`src/rtl/auto_song_fetch_pkg.sv`:
```
// Shared constants, state encoding and duration helper for the song fetch block.
package auto_song_fetch_pkg;

   localparam int unsigned NOTE_W  = 4;
   localparam int unsigned CODE_W  = 3;
   localparam int unsigned ENTRY_W = NOTE_W + CODE_W;
   localparam int unsigned ADDR_W  = 5;
   localparam int unsigned SONG_W  = 2;
   localparam int unsigned DUR_W   = 26;

   localparam logic [NOTE_W-1:0] END_NOTE  = 4'hF;
   localparam logic [NOTE_W-1:0] REST_NOTE = 4'h0;

   typedef enum logic [1:0] {
      StIdle,
      StLoad,
      StPlay,
      StDone
   } fetch_state_e;

   // Ticks for a duration code, saturated to the duration width.
   function automatic logic [DUR_W-1:0] dur_ticks(input int unsigned base,
                                                  input logic [CODE_W-1:0] code);
      logic [63:0] prod;
      prod = 64'(base) * (64'(code) + 64'd1);
      if (prod > 64'(2 ** DUR_W - 1)) begin
         return '1;
      end
      return prod[DUR_W-1:0];
   endfunction

endpackage

```
`src/rtl/auto_song_fetch_if.sv`:
```
// Handshake/bus signals between the song fetch block and its user.
interface auto_song_fetch_if;
   import auto_song_fetch_pkg::*;

   logic [SONG_W-1:0] song_select;
   logic              song_load;
   logic [ADDR_W-1:0] nxt_auto_memory_location;
   logic [NOTE_W-1:0] note_value;
   logic [DUR_W-1:0]  duration_value;
   logic              fetch_valid;
   logic              song_end;
   logic [SONG_W-1:0] current_song;

   modport master (
      output song_select, song_load, nxt_auto_memory_location,
      input  note_value, duration_value, fetch_valid, song_end, current_song
   );

   modport slave (
      input  song_select, song_load, nxt_auto_memory_location,
      output note_value, duration_value, fetch_valid, song_end, current_song
   );

endinterface

```
`src/rtl/auto_song_fetch_song_rom.sv`:
```
// Combinational song table: 4 songs x 32 entries of {note, duration code}.
module song_rom
   import auto_song_fetch_pkg::*;
(
   input  logic [SONG_W-1:0] song,
   input  logic [ADDR_W-1:0] addr,
   output logic [NOTE_W-1:0] note,
   output logic [CODE_W-1:0] dur_code
);

   // Song 3 carries no end marker so it loops forever.
   always_comb begin
      note     = END_NOTE;
      dur_code = '0;
      unique case (song)
         2'd0: begin
            unique case (addr)
               5'd0:    begin note = 4'd1; dur_code = 3'd0; end
               5'd1:    begin note = 4'd3; dur_code = 3'd7; end
               5'd2:    begin note = 4'd5; dur_code = 3'd1; end
               5'd3:    begin note = REST_NOTE; dur_code = 3'd2; end
               5'd4:    begin note = 4'd8; dur_code = 3'd3; end
               default: begin note = END_NOTE; dur_code = '0; end
            endcase
         end
         2'd1: begin
            unique case (addr)
               5'd0:    begin note = 4'd10; dur_code = 3'd2; end
               5'd1:    begin note = 4'd12; dur_code = 3'd7; end
               5'd2:    begin note = 4'd14; dur_code = 3'd4; end
               default: begin note = END_NOTE; dur_code = '0; end
            endcase
         end
         2'd2: begin
            unique case (addr)
               5'd0:    begin note = 4'd2; dur_code = 3'd5; end
               5'd1:    begin note = 4'd4; dur_code = 3'd6; end
               default: begin note = END_NOTE; dur_code = '0; end
            endcase
         end
         default: begin
            note     = {1'b0, addr[2:0]} + 4'd1;
            dur_code = ~addr[2:0];
         end
      endcase
   end

endmodule

```
`src/rtl/auto_song_fetch.sv`:
```
// Song fetch sequencer: loads a song and serves registered entries to the auto player.
module auto_song_fetch
   import auto_song_fetch_pkg::*;
#(
   parameter int unsigned BASE_TICKS = 6_250_000,
   parameter int unsigned SONG_COUNT = 4
) (
   input logic               clk,
   input logic               rst,
   auto_song_fetch_if.slave  bus
);

   localparam logic [DUR_W-1:0] DUR_TABLE [8] = '{
      dur_ticks(BASE_TICKS, 3'd0), dur_ticks(BASE_TICKS, 3'd1),
      dur_ticks(BASE_TICKS, 3'd2), dur_ticks(BASE_TICKS, 3'd3),
      dur_ticks(BASE_TICKS, 3'd4), dur_ticks(BASE_TICKS, 3'd5),
      dur_ticks(BASE_TICKS, 3'd6), dur_ticks(BASE_TICKS, 3'd7)
   };

   fetch_state_e      state_q, state_d;
   logic [SONG_W-1:0] song_q, song_d;
   logic [ADDR_W-1:0] addr_q, addr_d;
   logic [NOTE_W-1:0] note_q, note_d;
   logic [DUR_W-1:0]  dur_q, dur_d;
   logic              valid_q, valid_d;
   logic              end_q, end_d;
   logic              pend_q, pend_d;  // address captured, entry read due next cycle
   logic              rd_en;

   logic [ADDR_W-1:0] rd_addr;
   logic [NOTE_W-1:0] rom_note;
   logic [CODE_W-1:0] rom_code;

   // LOAD always reads entry 0; otherwise read the last captured address.
   assign rd_addr = (state_q == StLoad) ? '0 : addr_q;

   song_rom u_song_rom (
      .song     (song_q),
      .addr     (rd_addr),
      .note     (rom_note),
      .dur_code (rom_code)
   );

   // Next-state and output-register update.
   always_comb begin
      state_d = state_q;
      song_d  = song_q;
      addr_d  = addr_q;
      note_d  = note_q;
      dur_d   = dur_q;
      valid_d = valid_q;
      end_d   = end_q;
      pend_d  = pend_q;
      rd_en   = 1'b0;

      if (bus.song_load) begin
         // Load wins over any address change or pending fetch.
         state_d = StLoad;
         song_d  = ({30'd0, bus.song_select} < SONG_COUNT) ? bus.song_select : '0;
         valid_d = 1'b0;
         end_d   = 1'b0;
         pend_d  = 1'b0;
      end else begin
         unique case (state_q)
            StLoad: begin
               addr_d = '0;
               rd_en  = 1'b1;
            end
            StPlay: begin
               if (bus.nxt_auto_memory_location != addr_q) begin
                  addr_d  = bus.nxt_auto_memory_location;
                  valid_d = 1'b0;
                  pend_d  = 1'b1;
               end else if (pend_q) begin
                  pend_d = 1'b0;
                  rd_en  = 1'b1;
               end
            end
            default: ;
         endcase
      end

      if (rd_en) begin
         if (rom_note == END_NOTE) begin
            state_d = StDone;
            note_d  = REST_NOTE;
            dur_d   = '0;
            valid_d = 1'b0;
            end_d   = 1'b1;
         end else begin
            state_d = StPlay;
            note_d  = rom_note;
            dur_d   = DUR_TABLE[rom_code];
            valid_d = 1'b1;
         end
      end
   end

   // State and output registers with synchronous reset.
   always_ff @(posedge clk) begin
      if (rst) begin
         state_q <= StIdle;
         song_q  <= '0;
         addr_q  <= '0;
         note_q  <= REST_NOTE;
         dur_q   <= '0;
         valid_q <= 1'b0;
         end_q   <= 1'b0;
         pend_q  <= 1'b0;
      end else begin
         state_q <= state_d;
         song_q  <= song_d;
         addr_q  <= addr_d;
         note_q  <= note_d;
         dur_q   <= dur_d;
         valid_q <= valid_d;
         end_q   <= end_d;
         pend_q  <= pend_d;
      end
   end

   assign bus.note_value     = note_q;
   assign bus.duration_value = dur_q;
   assign bus.fetch_valid    = valid_q;
   assign bus.song_end       = end_q;
   assign bus.current_song   = song_q;

endmodule

```
`src/flat_wrapper.sv`:
```
// flat-port wrapper written by rule: the top's interface ports become plain ports
module auto_song_fetch_flat import auto_song_fetch_pkg::*;
#(
   parameter int unsigned BASE_TICKS = 6_250_000,
   parameter int unsigned SONG_COUNT = 4
)
  (clk, rst, bus_song_select, bus_song_load, bus_nxt_auto_memory_location, bus_note_value, bus_duration_value, bus_fetch_valid, bus_song_end, bus_current_song);
  auto_song_fetch_if bus_i ();
  input logic clk;
  input logic rst;
  input wire logic [$bits(bus_i.song_select)-1:0] bus_song_select;
  input wire logic [$bits(bus_i.song_load)-1:0] bus_song_load;
  input wire logic [$bits(bus_i.nxt_auto_memory_location)-1:0] bus_nxt_auto_memory_location;
  output wire logic [$bits(bus_i.note_value)-1:0] bus_note_value;
  output wire logic [$bits(bus_i.duration_value)-1:0] bus_duration_value;
  output wire logic [$bits(bus_i.fetch_valid)-1:0] bus_fetch_valid;
  output wire logic [$bits(bus_i.song_end)-1:0] bus_song_end;
  output wire logic [$bits(bus_i.current_song)-1:0] bus_current_song;
  assign bus_i.song_select = bus_song_select;
  assign bus_i.song_load = bus_song_load;
  assign bus_i.nxt_auto_memory_location = bus_nxt_auto_memory_location;
  assign bus_note_value = bus_i.note_value;
  assign bus_duration_value = bus_i.duration_value;
  assign bus_fetch_valid = bus_i.fetch_valid;
  assign bus_song_end = bus_i.song_end;
  assign bus_current_song = bus_i.current_song;
  auto_song_fetch #(.BASE_TICKS(BASE_TICKS), .SONG_COUNT(SONG_COUNT)) u_core (.clk(clk), .rst(rst), .bus(bus_i));
endmodule
```
`config.mk`:
```
export PLATFORM = sky130hd
export DESIGN_NAME = auto_song_fetch_flat
export DESIGN_NICKNAME = d
export VERILOG_FILES = /design/src/rtl/auto_song_fetch_pkg.sv /design/src/rtl/auto_song_fetch_if.sv /design/src/rtl/auto_song_fetch_song_rom.sv /design/src/rtl/auto_song_fetch.sv /design/src/flat_wrapper.sv
export SDC_FILE = /design/constraint.sdc
export NUM_CORES = 1
export LEC_CHECK = 0
export CAP_MARGIN = 20
export CORE_AREA = 2 2 83 85
export CTS_CLUSTER_DIAMETER = 120
export DETAILED_ROUTE_END_ITERATION = 7
export DIE_AREA = 0 0 85 87
export PLACE_DENSITY_LB_ADDON = 0.25
export SLEW_MARGIN = 20
export SYNTH_ARGS = -nofsm -noshare
export SYNTH_HDL_FRONTEND = slang
export SYNTH_HIERARCHICAL = 1
export SYNTH_SLANG_ARGS = --single-unit
```
`constraint.sdc`:
```
create_clock -name clk -period 9.5 [get_ports clk]
set_input_delay 2.85 -clock clk [delete_from_list [all_inputs] [get_ports clk]]
set_output_delay 2.85 -clock clk [all_outputs]
set_load 0.01 [all_outputs]
```
==> reports/metrics.yaml <==
antenna_found_initial: 0
rows: 30
cts_tree: "done"
synthAdderAreaFrac_pct: 6.74
worstPathArrival_ns: 5.02
synth_top_family_by_area: "simple AND/OR/NAND/NOR gates"
clockBufferDepth: 2
p_leak_nw: 1.07
max_cap_violations: 0
synth_top_flop_cell: "dfxtp_1"
portBuffers: 38
endpoint: "u_core/bus.duration_value[9]"
end_kind: "flop"
cts_made_buffers: 5
grt_usage_pct: 13.7
fin_nets: 305
final_layout_size_suffix_gt1_share_pct: 7.07
worst_slack_ns: 4.64
grt_pass1_vias: 1798
period_needed_ns: 4.86
startpoint: "bus_song_load"
finalHoldViolCount: 0
r2r_setup_slack_ns: 6.06
ios: 44
seq_area_sq_um: 621
rsz0062_at_grt: "false"
gr-usage-met3_pct: 2.75
post_cts.repair.setup_buffers: 0
viasPerCell: 5.10
synth.avg_cell_area_sq_um: 8.64
ys_types: 55
use_met2_pct: 22.9
ys_seq_area_share_pct: 27.8
skew_ns: 0.00645
holdBufCountCts: 0
final_core_utilization_pct: 40.9
synth_edf_count: 0
busiest_layer: "met2"
reg2reg_depth: 12
synth_compound_area_share_pct: 14.1
dieHeight_um: 87
worst_r2r_endpoint: "u_core/bus.duration_value[7]"
dieArea_sq_mm: 0.00740
worst_slew_pin_slew_ns: 0.933
cts_root_buf: "clkbuf_8"
hpwl_mm: 3.54
ant_nets: 0
synthXorXnorAreaFrac_pct: 1.57
fin_area_sq_mm: 0.00269
max_freq_ghz: 0.206
cp.required_ns: 9.67
ys_async_sr_fraction_pct: 0
yosys_warnings: 6
finalSetupTns_ns: 0
htree_levels: 2
critPathKind: "primary input to flop"
gp_congestion: 0.850
setup_violations: 0
place_area_sq_mm: 0.00258
status: "finished, final reports clean"
period_share_pct: 51.1
grt_pass1_wl_mm: 8.24
multiInputGateArea_sq_mm: 0.00141
ctsResizeCount: 0
synthMuxAreaShare_pct: 13.4
final.fill_count: 655
post-place-ws_ns: 4.36
synth_cells: 258
start_util_pct: 33.9
crit_path_start_kind: "primary input"
dr.pass1.iters: 4
core_area_sq_mm: 0.00657
yosys.area_share.simple_pct: 26.7
grt_util_met1_pct: 17.0
r2r-start: "u_core/state_q[1]"
cts.clk_slew.worst_paths_ns: 0.06
ir_drop_mv: 0.0644
clock_latency_ns: 0.28
synth_area_sq_mm: 0.00223
antenna_cells: 0
clock_sinks: 31
overflow: 0
die_x_um: 85
drc: 0
power.density_mw_per_mm2: 118
ys_seq_elements: 31
wl_per_cell_um: 13.2
slew_headroom_pct: 37.7
area_delta_synth_final_pct: 20.6
min_path_cells: 2
wl_mm: 4.80
min_path_type: "flop to flop"
vias: 1850
drt_iter0_drc: 147
slew_violations: 0
grt_max_degree: 45
critPathMaxFanout: 11
[flip-flops by register name, indices dropped and copies added (netlist names)]
name	flops
u_core/addr_q	5
u_core/bus.current_song	2
u_core/bus.duration_value	15
u_core/bus.fetch_valid	1
u_core/bus.note_value	4
u_core/bus.song_end	1
u_core/pend_q	1
u_core/state_q	2
[per-stage QoR]
stage | power [W] | hold WS (ns) | instances
after detailed placement | 0.000196 | 0.468 | 356
after global routing | 0.000332 | 0.496 | 363
after global placement | 0.000196 | 0.465 | 356
after floorplan | 0.000179 | 0.475 | 262
final | 0.000317 | 0.474 | 363
after CTS | 0.000322 | 0.481 | 363
[report_power, final]
| group | switching [W] | internal, W | total, W |
|---|---|---|---|
| combinational | 0.0000283 | 0.0000266 | 0.0000549 |
| clock | 0.0000471 | 0.0000768 | 0.000124 |
| sequential | 0.00000396 | 0.000134 | 0.000138 |
| total | 0.0000794 | 0.000237 | 0.000317 |
[layout make-up]
type | instances | share of cell area [%]
multi-input combinational | 190 | 52.5
inverter | 15 | 2.10
clock buffer | 6 | 2.70
tap | 80 | 3.73
timing repair buffer | 40 | 14.7
clock inverter | 1 | 1.12
sequential | 31 | 23.1
[worst max-delay path: stages]
cell and delay (ns):
clkdlybuf4s50_1 0.56, nor2_1 0.55, and4_1 0.30, a31o_2 0.38
mux2_2 0.38
[routing by layer]
metal | routed length [um] | up-vias | share of wire [%]
li1 | - | 947 | -
met1 | 2300 | 847 | 48
met2 | 2210 | 50 | 46
met3 | 212 | 6 | 4.4
met4 | 86 | 0 | 1.8
met5 | 0 | - | 0
[cell usage in the layout, fill, tap and decap left out, drive strengths merged, types with 3 or more instances in the layout]
cell	instances
inv	15
o21ai	4
conb	5
a211o	3
nor2b	14
a21oi	4
dfxtp	31
o22ai	3
o221ai	3
clkdlybuf4s50	38
clkbuf	6
nand2	12
nor2	20
nand2b	16
or4	3
mux2	6
nand3b	7
a31oi	5
or3	3
ha	12
mux2i	23
nor3	11
o21a	3
[kinds of logic (layout without fill, tap and decap cells)]
family / Yosys count / after routing
buffers and inverters: 41 / 62
multiplexers: 29 / 29
other: 1 / 5
AO/OA/AOI/OAI: 40 / 40
adder cells (fa/ha/maj): 12 / 12
XOR/XNOR: 4 / 4
flip-flops: 31 / 31
AND/OR/NAND/NOR: 100 / 100
[how the worst min path moves through the flow]
stage	start	end	slack, ns
after floorplan	u_core/addr_q[3]	u_core/addr_q[3]	0.47
after global placement	u_core/bus.song_end	u_core/bus.song_end	0.47
after detailed placement	u_core/bus.note_value[3]	u_core/bus.note_value[3]	0.47
after CTS	u_core/bus.duration_value[24]	u_core/bus.duration_value[24]	0.48
after global routing	u_core/bus.duration_value[24]	u_core/bus.duration_value[24]	0.50
final	u_core/bus.duration_value[25]	u_core/bus.duration_value[25]	0.47
[cells in the mapped netlist (3+ instances only)]
| cell type | n | area (sq um) |
|---|---|---|
| ha_1 | 12 | 150 |
| nand2b_1 | 16 | 100 |
| buf_4 | 12 | 90.1 |
| o221ai_1 | 3 | 26.3 |
| a21oi_1 | 4 | 20.0 |
| a31oi_1 | 5 | 31.3 |
| nor2_1 | 20 | 75.1 |
| nand3b_1 | 7 | 52.6 |
| nor3_1 | 11 | 55.1 |
| o21ai_0 | 4 | 20.0 |
| nor2b_1 | 12 | 75.1 |
| or3_1 | 3 | 18.8 |
| buf_2 | 4 | 20.0 |
| nand2_1 | 12 | 45.0 |
| mux2i_1 | 23 | 230 |
| o21a_1 | 3 | 22.5 |
| dfxtp_1 | 31 | 621 |
| o22ai_1 | 3 | 18.8 |
| clkbuf_1 | 8 | 30.0 |
| a211o_1 | 3 | 26.3 |
| mux2_1 | 4 | 45.0 |
| inv_1 | 14 | 52.6 |
Note: power is estimated with default switching activity, not from simulation.
